--- src/rtl/wb_arbiter_if.sv ---
// Write-back arbiter bus: MEM-stage request, long-latency result offer and
// the registered register-file write port.
interface wb_arbiter_if;
    // MEM-stage request
    logic        mem_valid;
    logic        mem_wb_en;
    logic        mem_isfloat;
    logic [4:0]  mem_rd;
    logic        mem_is_load;
    logic [2:0]  mem_funct3;
    logic [1:0]  mem_addr_lo;
    logic [31:0] mem_alu_result;
    logic [31:0] mem_load_data;
    logic        mem_stall;

    // Long-latency (div/FP) result handshake
    logic        ll_valid;
    logic        ll_ready;
    logic        ll_isfloat;
    logic [4:0]  ll_rd;
    logic [31:0] ll_result;

    // Register-file write port
    logic        WBctl;
    logic        isfloat_rd;
    logic [4:0]  rd;
    logic [31:0] val3;

    modport master (
        output mem_valid, mem_wb_en, mem_isfloat, mem_rd, mem_is_load, mem_funct3,
               mem_addr_lo, mem_alu_result, mem_load_data,
               ll_valid, ll_isfloat, ll_rd, ll_result,
        input  mem_stall, ll_ready, WBctl, isfloat_rd, rd, val3
    );

    modport slave (
        input  mem_valid, mem_wb_en, mem_isfloat, mem_rd, mem_is_load, mem_funct3,
               mem_addr_lo, mem_alu_result, mem_load_data,
               ll_valid, ll_isfloat, ll_rd, ll_result,
        output mem_stall, ll_ready, WBctl, isfloat_rd, rd, val3
    );
endinterface

--- src/rtl/wb_arbiter.sv ---
// Write-back arbiter: merges MEM-stage writes with long-latency results that
// are buffered in a small in-order FIFO. One register-file write per cycle,
// with WAW ordering against buffered results and a starvation-forced drain.
module wb_arbiter #(
    parameter int unsigned LL_DEPTH   = 2,  // 2 or 4
    parameter int unsigned STARVE_MAX = 4
) (
    input logic        clk,
    input logic        rst,      // synchronous, active-low
    wb_arbiter_if.slave io_bus
);
    localparam int unsigned PW = $clog2(LL_DEPTH);
    localparam int unsigned CW = PW + 1;
    localparam int unsigned SW = $clog2(STARVE_MAX + 1);
    localparam logic [CW-1:0] FullCount   = CW'(LL_DEPTH);
    localparam logic [SW-1:0] StarveLimit = SW'(STARVE_MAX);

    // FIFO storage and control
    logic          r_fifo_isfloat [LL_DEPTH];
    logic [4:0]    r_fifo_rd      [LL_DEPTH];
    logic [31:0]   r_fifo_data    [LL_DEPTH];
    logic [PW-1:0] r_wr_ptr;
    logic [PW-1:0] r_rd_ptr;
    logic [CW-1:0] r_count;
    logic [SW-1:0] r_starve;

    // Registered write port
    logic          r_wbctl;
    logic          r_isfloat_rd;
    logic [4:0]    r_rd;
    logic [31:0]   r_val3;

    logic          w_full;
    logic          w_empty;
    logic          w_pipe_req;
    logic          w_ll_req;
    logic          w_ll_ready;
    logic          w_enq;
    logic          w_deq;
    logic          w_waw;
    logic          w_starve;
    logic          w_stall_any;
    logic          w_issue_pipe;
    logic [PW-1:0] w_off;
    logic [31:0]   w_sh_b;
    logic [31:0]   w_sh_h;
    logic [31:0]   w_pipe_val;

    assign w_full  = (r_count == FullCount);
    assign w_empty = (r_count == '0);

    // Integer x0 writes are dropped everywhere, so they never request.
    assign w_pipe_req = io_bus.mem_valid & io_bus.mem_wb_en &
                        ~(~io_bus.mem_isfloat & (io_bus.mem_rd == 5'd0));
    assign w_ll_req   = ~(~io_bus.ll_isfloat & (io_bus.ll_rd == 5'd0));

    assign w_ll_ready = rst & ~w_full;
    assign w_enq      = io_bus.ll_valid & w_ll_ready & w_ll_req;

    // Counter only reaches the limit while full with the pipeline winning.
    assign w_starve     = w_pipe_req & (r_starve == StarveLimit);
    assign w_stall_any  = w_waw | w_starve;
    assign w_issue_pipe = w_pipe_req & ~w_stall_any;
    assign w_deq        = ~w_empty & (w_stall_any | ~w_pipe_req);

    assign io_bus.ll_ready   = w_ll_ready;
    assign io_bus.mem_stall  = rst & io_bus.mem_valid & w_stall_any;
    assign io_bus.WBctl      = r_wbctl;
    assign io_bus.isfloat_rd = r_isfloat_rd;
    assign io_bus.rd         = r_rd;
    assign io_bus.val3       = r_val3;

    // WAW detect: pipeline destination matches any occupied FIFO slot.
    always_comb begin
        w_waw = 1'b0;
        w_off = '0;
        for (int j = 0; j < LL_DEPTH; j++) begin
            w_off = PW'(j) - r_rd_ptr;
            if (({1'b0, w_off} < r_count) &&
                (r_fifo_isfloat[j] == io_bus.mem_isfloat) &&
                (r_fifo_rd[j] == io_bus.mem_rd)) begin
                w_waw = 1'b1;
            end
        end
        w_waw = w_waw & w_pipe_req;
    end

    // Pipeline result: load alignment/extension or the ALU value.
    always_comb begin
        w_sh_b = io_bus.mem_load_data >> {io_bus.mem_addr_lo, 3'b000};
        w_sh_h = io_bus.mem_load_data >> {io_bus.mem_addr_lo[1], 4'b0000};
        w_pipe_val = io_bus.mem_alu_result;
        if (io_bus.mem_is_load) begin
            if (io_bus.mem_isfloat) begin
                w_pipe_val = io_bus.mem_load_data;
            end else begin
                case (io_bus.mem_funct3)
                    3'b000:  w_pipe_val = {{24{w_sh_b[7]}}, w_sh_b[7:0]};
                    3'b001:  w_pipe_val = {{16{w_sh_h[15]}}, w_sh_h[15:0]};
                    3'b100:  w_pipe_val = {24'd0, w_sh_b[7:0]};
                    3'b101:  w_pipe_val = {16'd0, w_sh_h[15:0]};
                    default: w_pipe_val = io_bus.mem_load_data;
                endcase
            end
        end
    end

    // FIFO pointers, fill count and starvation counter.
    always_ff @(posedge clk) begin
        if (!rst) begin
            r_wr_ptr <= '0;
            r_rd_ptr <= '0;
            r_count  <= '0;
            r_starve <= '0;
            for (int j = 0; j < LL_DEPTH; j++) begin
                r_fifo_isfloat[j] <= 1'b0;
                r_fifo_rd[j]      <= 5'd0;
                r_fifo_data[j]    <= 32'd0;
            end
        end else begin
            if (w_enq) begin
                r_fifo_isfloat[r_wr_ptr] <= io_bus.ll_isfloat;
                r_fifo_rd[r_wr_ptr]      <= io_bus.ll_rd;
                r_fifo_data[r_wr_ptr]    <= io_bus.ll_result;
                r_wr_ptr                 <= r_wr_ptr + PW'(1);
            end
            if (w_deq) begin
                r_rd_ptr <= r_rd_ptr + PW'(1);
            end
            case ({w_enq, w_deq})
                2'b10:   r_count <= r_count + CW'(1);
                2'b01:   r_count <= r_count - CW'(1);
                default: r_count <= r_count;
            endcase
            if (w_deq || !w_full) begin
                r_starve <= '0;
            end else if (r_starve != StarveLimit) begin
                r_starve <= r_starve + SW'(1);
            end
        end
    end

    // Registered write port: FIFO head on drain, else the pipeline request.
    always_ff @(posedge clk) begin
        if (!rst) begin
            r_wbctl      <= 1'b0;
            r_isfloat_rd <= 1'b0;
            r_rd         <= 5'd0;
            r_val3       <= 32'd0;
        end else if (w_deq) begin
            r_wbctl      <= 1'b1;
            r_isfloat_rd <= r_fifo_isfloat[r_rd_ptr];
            r_rd         <= r_fifo_rd[r_rd_ptr];
            r_val3       <= r_fifo_data[r_rd_ptr];
        end else if (w_issue_pipe) begin
            r_wbctl      <= 1'b1;
            r_isfloat_rd <= io_bus.mem_isfloat;
            r_rd         <= io_bus.mem_rd;
            r_val3       <= w_pipe_val;
        end else begin
            r_wbctl      <= 1'b0;
            r_isfloat_rd <= 1'b0;
            r_rd         <= 5'd0;
            r_val3       <= 32'd0;
        end
    end
endmodule

--- src/flat_wrapper.sv ---
// flat-port wrapper written by rule: the top's interface ports become plain ports
module wb_arbiter_flat 
#(
    parameter int unsigned LL_DEPTH   = 2,           
    parameter int unsigned STARVE_MAX = 4
)
  (clk, rst, io_bus_mem_valid, io_bus_mem_wb_en, io_bus_mem_isfloat, io_bus_mem_rd, io_bus_mem_is_load, io_bus_mem_funct3, io_bus_mem_addr_lo, io_bus_mem_alu_result, io_bus_mem_load_data, io_bus_ll_valid, io_bus_ll_isfloat, io_bus_ll_rd, io_bus_ll_result, io_bus_mem_stall, io_bus_ll_ready, io_bus_WBctl, io_bus_isfloat_rd, io_bus_rd, io_bus_val3);
  wb_arbiter_if io_bus_i ();
  input logic clk;
  input logic rst;
  input wire logic [$bits(io_bus_i.mem_valid)-1:0] io_bus_mem_valid;
  input wire logic [$bits(io_bus_i.mem_wb_en)-1:0] io_bus_mem_wb_en;
  input wire logic [$bits(io_bus_i.mem_isfloat)-1:0] io_bus_mem_isfloat;
  input wire logic [$bits(io_bus_i.mem_rd)-1:0] io_bus_mem_rd;
  input wire logic [$bits(io_bus_i.mem_is_load)-1:0] io_bus_mem_is_load;
  input wire logic [$bits(io_bus_i.mem_funct3)-1:0] io_bus_mem_funct3;
  input wire logic [$bits(io_bus_i.mem_addr_lo)-1:0] io_bus_mem_addr_lo;
  input wire logic [$bits(io_bus_i.mem_alu_result)-1:0] io_bus_mem_alu_result;
  input wire logic [$bits(io_bus_i.mem_load_data)-1:0] io_bus_mem_load_data;
  input wire logic [$bits(io_bus_i.ll_valid)-1:0] io_bus_ll_valid;
  input wire logic [$bits(io_bus_i.ll_isfloat)-1:0] io_bus_ll_isfloat;
  input wire logic [$bits(io_bus_i.ll_rd)-1:0] io_bus_ll_rd;
  input wire logic [$bits(io_bus_i.ll_result)-1:0] io_bus_ll_result;
  output wire logic [$bits(io_bus_i.mem_stall)-1:0] io_bus_mem_stall;
  output wire logic [$bits(io_bus_i.ll_ready)-1:0] io_bus_ll_ready;
  output wire logic [$bits(io_bus_i.WBctl)-1:0] io_bus_WBctl;
  output wire logic [$bits(io_bus_i.isfloat_rd)-1:0] io_bus_isfloat_rd;
  output wire logic [$bits(io_bus_i.rd)-1:0] io_bus_rd;
  output wire logic [$bits(io_bus_i.val3)-1:0] io_bus_val3;
  assign io_bus_i.mem_valid = io_bus_mem_valid;
  assign io_bus_i.mem_wb_en = io_bus_mem_wb_en;
  assign io_bus_i.mem_isfloat = io_bus_mem_isfloat;
  assign io_bus_i.mem_rd = io_bus_mem_rd;
  assign io_bus_i.mem_is_load = io_bus_mem_is_load;
  assign io_bus_i.mem_funct3 = io_bus_mem_funct3;
  assign io_bus_i.mem_addr_lo = io_bus_mem_addr_lo;
  assign io_bus_i.mem_alu_result = io_bus_mem_alu_result;
  assign io_bus_i.mem_load_data = io_bus_mem_load_data;
  assign io_bus_i.ll_valid = io_bus_ll_valid;
  assign io_bus_i.ll_isfloat = io_bus_ll_isfloat;
  assign io_bus_i.ll_rd = io_bus_ll_rd;
  assign io_bus_i.ll_result = io_bus_ll_result;
  assign io_bus_mem_stall = io_bus_i.mem_stall;
  assign io_bus_ll_ready = io_bus_i.ll_ready;
  assign io_bus_WBctl = io_bus_i.WBctl;
  assign io_bus_isfloat_rd = io_bus_i.isfloat_rd;
  assign io_bus_rd = io_bus_i.rd;
  assign io_bus_val3 = io_bus_i.val3;
  wb_arbiter #(.LL_DEPTH(LL_DEPTH), .STARVE_MAX(STARVE_MAX)) u_core (.clk(clk), .rst(rst), .io_bus(io_bus_i));
endmodule
--- config.mk ---
export PLATFORM = sky130hd
export DESIGN_NAME = wb_arbiter_flat
export DESIGN_NICKNAME = d
export VERILOG_FILES = /design/src/rtl/wb_arbiter_if.sv /design/src/rtl/wb_arbiter.sv /design/src/flat_wrapper.sv
export SDC_FILE = /design/constraint.sdc
export NUM_CORES = 1
export LEC_CHECK = 0
export BUFFER_PORTS_ARGS = -buffer_cell sky130_fd_sc_hd__buf_2
export CAP_MARGIN = 10
export CORE_MARGIN = 4
export CORE_UTILIZATION = 57
export DETAILED_ROUTE_END_ITERATION = 10
export GPL_TIMING_DRIVEN = 1
export PLACE_DENSITY = 0.86
export SLEW_MARGIN = 20
export SYNTH_ARGS = -nofsm -noshare
export SYNTH_HDL_FRONTEND = slang
export SYNTH_SLANG_ARGS = --single-unit
--- constraint.sdc ---
create_clock -name clk -period 9.8 [get_ports clk]
set_input_delay 2.94 -clock clk [delete_from_list [all_inputs] [get_ports clk]]
set_output_delay 2.94 -clock clk [all_outputs]
set_load 0.1 [all_outputs]
* Word-level counts from Yosys, hierarchy flattened
Memories as Yosys holds them, arrays and structs flattened. A register that Yosys moved wholly into a read port is not among the register bits. Cells that the tools add are included.
Cells by class: $add $sub $neg 7, bitwise operators 24, mux-type cells 33, eq/ne operators 12, $lt $le $gt $ge 2, reductions and logical operators 15, shift operators 2
Operator list (count):
- $mux W32 | 5
- $pmux W32 S4 | 1
- $reduce_or A32 Y1 | 1
- $shr A32 B5 Y16 | 1
- $shr A32 B5 Y8 | 1
- $mux W1 | 23
- $mux W5 | 3
- $and A1 B1 Y1 | 13
- $eq A5 B5 Y1 | 2
- $logic_not A5 Y1 | 2
- $eq A3 B3 Y1 const B | 3
- $not A1 Y1 | 9
- $reduce_or A5 Y1 | 1
- $eq A2 B2 Y1 const B | 2
- $logic_and A1 B1 Y1 | 4
- $lt A1 B2 Y1 | 2
- $pmux W2 S2 | 1
- $add A3 B1 Y3 const B | 1
- $eq A3 B1 Y1 const B | 1
- $logic_not A3 Y1 | 1
- $ne A3 B3 Y1 const B | 1
- $add A1 B1 Y1 const B | 2
- $add A2 B1 Y2 const B | 1
- $eq A1 B1 Y1 | 2
- other kinds (10) | 12
Storage, ports and cells: flip-flop bits (word level) 46, memory bits (writable) 76, memories 3, word-level logic and storage cells 106, output and inout bits 41, bits of input ports 119
Memories:
- u_core.r_fifo_data | words 2, width 32, rd ports 1, clocked after memory_dff 1, write ports 2, line wb_arbiter.sv:21 | logic [31:0] r_fifo_data [LL_DEPTH];
- u_core.r_fifo_rd | words 2, width 5, rd ports 3, clocked after memory_dff 1, write ports 2, line wb_arbiter.sv:20 | logic [4:0] r_fifo_rd [LL_DEPTH];
- u_core.r_fifo_isfloat | words 2, width 1, rd ports 3, clocked after memory_dff 1, write ports 2, line wb_arbiter.sv:19 | logic r_fifo_isfloat [LL_DEPTH];

* Depth between registers and ports, before layout
depth in word-level cells 12, mapped depth 10, mapped depth without buffers 10

* Worst setup path before layout
OpenSTA, ideal clock, no wires.
path kind input-to-output, from input port io_bus_mem_rd[1], to output port io_bus_mem_stall, buffers on the path 0, stages 5, path slack 1.531 ns, arrival 5.329 ns, data required time 6.860 ns, path through xor2_1 or4_1 o41ai_4 nor2_1 nor2_1
On the way: longest elaborated chain between the ends 7, elaborated cells on any way between the ends 14, classes of those cells 2 x eq/ne; 2 x mux; 7 x bitwise; 3 x reduce/logical
RTL lines:
- start: declaration | line flat_wrapper.sv:14 | input wire logic [$bits(io_bus_i.mem_rd)-1:0] io_bus_mem_rd;
- $eq A5 B5 Y1 / $logic_not A5 Y1 (equally long branches) | line wb_arbiter.sv:81, wb_arbiter.sv:54
- $logic_and A1 B1 Y1 / $and A1 B1 Y1 (equally long branches) | line wb_arbiter.sv:80, wb_arbiter.sv:54
- $mux W1 / $not A1 Y1 (equally long branches) | line wb_arbiter.sv:79, wb_arbiter.sv:54
- $mux W1 / $and A1 B1 Y1 (equally long branches) | line wb_arbiter.sv:79, wb_arbiter.sv:53
- $and A1 B1 Y1, on equally long branches | line wb_arbiter.sv:85, wb_arbiter.sv:61
- $or A1 B1 Y1 * | line wb_arbiter.sv:62 | assign w_stall_any = w_waw | w_starve;
- $and A1 B1 Y1 * | line wb_arbiter.sv:67 | assign io_bus.mem_stall = rst & io_bus.mem_valid & w_stall_any;
- end: declaration | line flat_wrapper.sv:24 | output wire logic [$bits(io_bus_i.mem_stall)-1:0] io_bus_mem_stall;
Mark *: on every way between the ends. The rest lies on a longest branch, timed or not.

* Worst setup path in the final report
Ends and elaborated chain as after synthesis.

==> out/metrics.sh <==
RUN_STATUS='finished clean'
GRT_OVERFLOW=0
CTS_HTREE_LEVELS=4
IR_DROP_V=0.000147
CELL_TAKING_THE_MOST_AREA_AFTER_SYNTHESIS='sky130_fd_sc_hd__edfxtp_1'
DRIVE_GT1_FRAC=0.313
SETUP-TNS-FINAL_PS=0
INITIAL_STANDARD_CELL_UTILIZATION_OF_THE_CORE=0.596
CP_DATA_ARRIVAL_TIME_PS=4920
INSERTION_DELAY_PS=520
HOLD_VIOL_FINAL=0
ANTENNA_CELLS_INSERTED=0
SYNTH.TOP_CELL.AREA_SHARE=0.375
CTS_TREE='yes'
VIAS_IN_THE_FIRST_GLOBAL_ROUTE=4806
DETAILEDROUTE.FIRSTPASSITERATIONCOUNT=5
CLOCK_PATH_BUFFERS=2
DOMINANTREGCELLSYNTH='sky130_fd_sc_hd__edfxtp_1'
CP_MAX_FO=7
FINAL_CORE_UTIL=0.744
WORST_R2R_ENDPOINT='u_core.r_count[1]'
SYNTH_COMMONEST_CELLS='sky130_fd_sc_hd__and2_1, sky130_fd_sc_hd__edfxtp_1, sky130_fd_sc_hd__dfxtp_1, sky130_fd_sc_hd__mux2i_1, sky130_fd_sc_hd__nor2_1'
FINAL_ANTENNA_NET_COUNT=0
LAYOUT_WORST_PATH_CYCLE_SHARE=0.802
TIMING_WORST_SLEW_PIN_VALUE_PS=1170
POWER.COMBINATIONAL.FRACTION=0.284
CTS_BUFFERS=17
SW_FRAC_OF_TOTAL=0.374
HOLD_PATH_STARTPOINT='u_core.r_fifo_isfloat[1]'
MAX-SLEW-MARGIN-REL=0.220
REPORT.FINAL.SETUP_VIOL=0
P_LEAK_nW=3.05
FILLER_CELLS_INSERTED=655
CLOCK_TREE.ROOT_CELL='sky130_fd_sc_hd__clkbuf_8'
WORST_CASE_CLOCK_SKEW_PS=12.0
DIE_H_UM=110
SYNTHMOSTINSTANTIATEDCELL='sky130_fd_sc_hd__and2_1'
CRITICAL_PATH_REQUIRED_PS=6860
PLACE_CONGESTION=0.995
WS_PATH_TYPE='in2out'
POSTSYNTHCELLCOUNT=540
GLOBAL_ROUTE.USAGE.TOTAL=0.277
SYNTH_WARNINGS=0
POWER.SHARE.SEQUENTIAL=0.384
POST_CTS.REPAIR.SETUP_BUFFERS=0
SYN_AVG_CELL_AREA_UM2=11.0
SETUP.WORST_PATH.END_CLASS='primary output'
NUM_ROWS=36
IO_BUFFERS=159
WORST_R2R_STARTPOINT='u_core.r_fifo_rd[1][1]'
DETAILEDROUTE.FIRSTITERATIONVIOLATIONS=678
SYNTHARSTFLOPSHARE=0
GRT_ANTENNA_BEFORE_REPAIR=0
CLKSINKCOUNT=123
POST-ROUTE-WORST-SETUP-SLACK_PS=1940
SYN_NETS=662
NNETSFINAL=808
DIEWIDTH_UM=110
SYNTHTOPCELLSBYAREA='sky130_fd_sc_hd__edfxtp_1, sky130_fd_sc_hd__dfxtp_1, sky130_fd_sc_hd__and2_1, sky130_fd_sc_hd__mux2i_1, sky130_fd_sc_hd__o32ai_1'
SYNTH_CELL_TYPES=46
POST_CTS_HOLD_BUFFER_COUNT=0
REG2REG_SLACK_PS=6840
PRE_CTS_SETUP_SLACK_PS=1990
MAX_SLEW_VIO_COUNT=0
LAYOUT-AREA-OVERHEAD-VS-SYNTH_PCT=24.9
POST_SYNTH_EDFFS=74
CLOCK_SLEW_SEEN_BY_THE_REGISTERS_OF_THE_WORST_SETUP_AND_HOLD_PATHS_PS=60
STDCELL_COUNT=832
POWER.SWITCHING_uW=654
POST_LAYOUT_MIN_PERIOD_PS=7860
DETAILED_PLACE_HPWL_MM=11.7
INTERNAL-POWER_mW=1.10
RSZ_0062_RAISED_AFTER_GLOBAL_ROUTING='false'
WIRE_LENGTH_OF_THE_FIRST_GLOBAL_ROUTING_PASS_MM=25.0
WL_PER_CELL_UM=20.2
SETUP.WORST_PATH.START_CLASS='input port'
MAXIMUM_NUMBER_OF_PINS_ON_ONE_NET_BEFORE_GLOBAL_ROUTE_REPAIR=53
FP.DIEAREA_MM2=0.0121
CELL_AREA_AFTER_TECHNOLOGY_MAPPING_MM2=0.00593
MAX_FREQ_MHz=127
MAXCAPVIOLCOUNT=0
R2R.WORST_PATH.CELLS=8
CORE_REGION_AREA_MM2=0.00995
VIAS_PER_CELL=5.95
POST_CTS_RESIZED=0
VIA_COUNT=4950
FINALPOWER_mW=1.75
POST-ROUTE-DRC-COUNT=0
POST_SYNTHESIS_SEQUENTIAL_ELEMENT_COUNT=123
POWER-PER-CELL-AREA_mW_PER_MM2=236
POWER_FRAC_CLOCK=0.333
TOP_LEVEL_PINS=160
MIN_PATH_CELLS=2
TOTALWIRELENGTH_MM=16.8
HOLD-PATH-ENDPOINT='u_core.r_fifo_isfloat[1]'
SYNTH.YOSYS.SEQ_AREA_SHARE=0.540
NUMPLACEDINSTANCES=800
WORSTHOLDPATHTYPE='reg2reg'
metal layers:
layer / up-vias / track usage / routed length, um
met5: - / 0 / 0
met4: 0 / 0.114 / 378
met3: 38 / 0.0658 / 1820
met2: 313 / 0.433 / 8070
met1: 2338 / 0.372 / 6530
li1: 2261 / - / -
per-stage QoR:
| stage | instance area [um2] | hold WS (ps) |
|---|---|---|
| floorplan | 5930 | 460 |
| global placement | 6800 | 484 |
| detailed placement | 6850 | 498 |
| CTS | 7410 | 500 |
| global route | 7410 | 552 |
| finish | 7410 | 507 |
worst max-delay path by stage:
stage                      from          endpoint  slack [ps]  cells past startpoint
6_report       io_bus_mem_rd[1]  io_bus_mem_stall        1940                      7
5_1_grt        io_bus_mem_rd[1]  io_bus_mem_stall        1870                      7
4_1_cts        io_bus_mem_rd[1]  io_bus_mem_stall        1970                      7
3_5_place_dp   io_bus_mem_rd[1]  io_bus_mem_stall        1990                      7
3_3_place_gp   io_bus_mem_rd[1]  io_bus_mem_stall        2050                      7
2_1_floorplan  io_bus_mem_rd[1]  io_bus_mem_stall        1530                      5
cells in the final DEF (no fill, tap or decap), drive strengths merged, types with 2 or more instances in the layout:
cell	Yosys	routed
buf	9	164
and2	77	77
edfxtp	74	74
dfxtp	49	49
mux2i	46	46
nor2	40	40
a21oi	34	34
nand2	25	25
o32ai	23	23
nand2b	19	19
clkbuf	28	17
o22ai	15	15
inv	9	15
o21ai	11	11
mux2	10	10
xnor2	9	9
nor3	8	8
o221ai	7	7
o2111ai	7	7
xor2	6	6
nor2b	4	4
clkinvlp	0	4
clkinv	0	4
nand3	3	3
ha	3	3
or3	3	3
or4	2	2
or2	2	2
o311ai	2	2
critical path, stage by stage:
cell	delay [ps]
sky130_fd_sc_hd__buf_2	130
sky130_fd_sc_hd__xor2_1	160
sky130_fd_sc_hd__or4_1	580
sky130_fd_sc_hd__o41ai_4	440
sky130_fd_sc_hd__nor2_1	100
sky130_fd_sc_hd__nor2_1	130
sky130_fd_sc_hd__buf_2	440
layout make-up:
cell class                      count  area, um2  share of cell area
Timing Repair Buffer              164        873               0.118
Clock buffer                       17        414              0.0559
Tap cell                          133        166              0.0225
Multi-Input combinational cell    371       2570               0.348
Sequential cell                   123       3200               0.433
Inverter                            9       33.8             0.00456
Clock inverter                     15        140              0.0189
cell families (layout without fill, tap and decap cells):
| group | Yosys count | after routing | share of synthesized area |
|---|---|---|---|
| AND/OR/NAND/NOR | 188 | 188 | 0.170 |
| flip-flops | 123 | 123 | 0.540 |
| AO/OA/AOI/OAI | 108 | 108 | 0.129 |
| multiplexers | 57 | 57 | 0.100 |
| buffers and inverters | 46 | 205 | 0.0323 |
| XOR/XNOR | 15 | 15 | 0.0221 |
| adder cells (fa/ha/maj) | 3 | 3 | 0.00633 |
power groups by stage:
stage	Sequential [mW]	Combinational, mW	Clock [mW]
2_1_floorplan	0.851	0.190	0
3_3_place_gp	0.677	0.474	0
3_5_place_dp	0.679	0.487	0
4_1_cts	0.670	0.493	0.584
5_1_grt	0.677	0.520	0.609
6_report	0.671	0.497	0.582
flip-flops by register name (all words and copies together), names as in the netlist, named ones only:
register	flops
u_core.r_count	2
u_core.r_fifo_rd	10
u_core.io_bus.rd	5
u_core.r_starve	3
u_core.io_bus.WBctl	1
u_core.r_rd_ptr	1
u_core.r_fifo_isfloat	2
u_core.io_bus.val3	32
u_core.io_bus.isfloat_rd	1
u_core.r_wr_ptr	1
u_core.r_fifo_data	64
No activity file was read; power rests on OpenSTA's default activity.
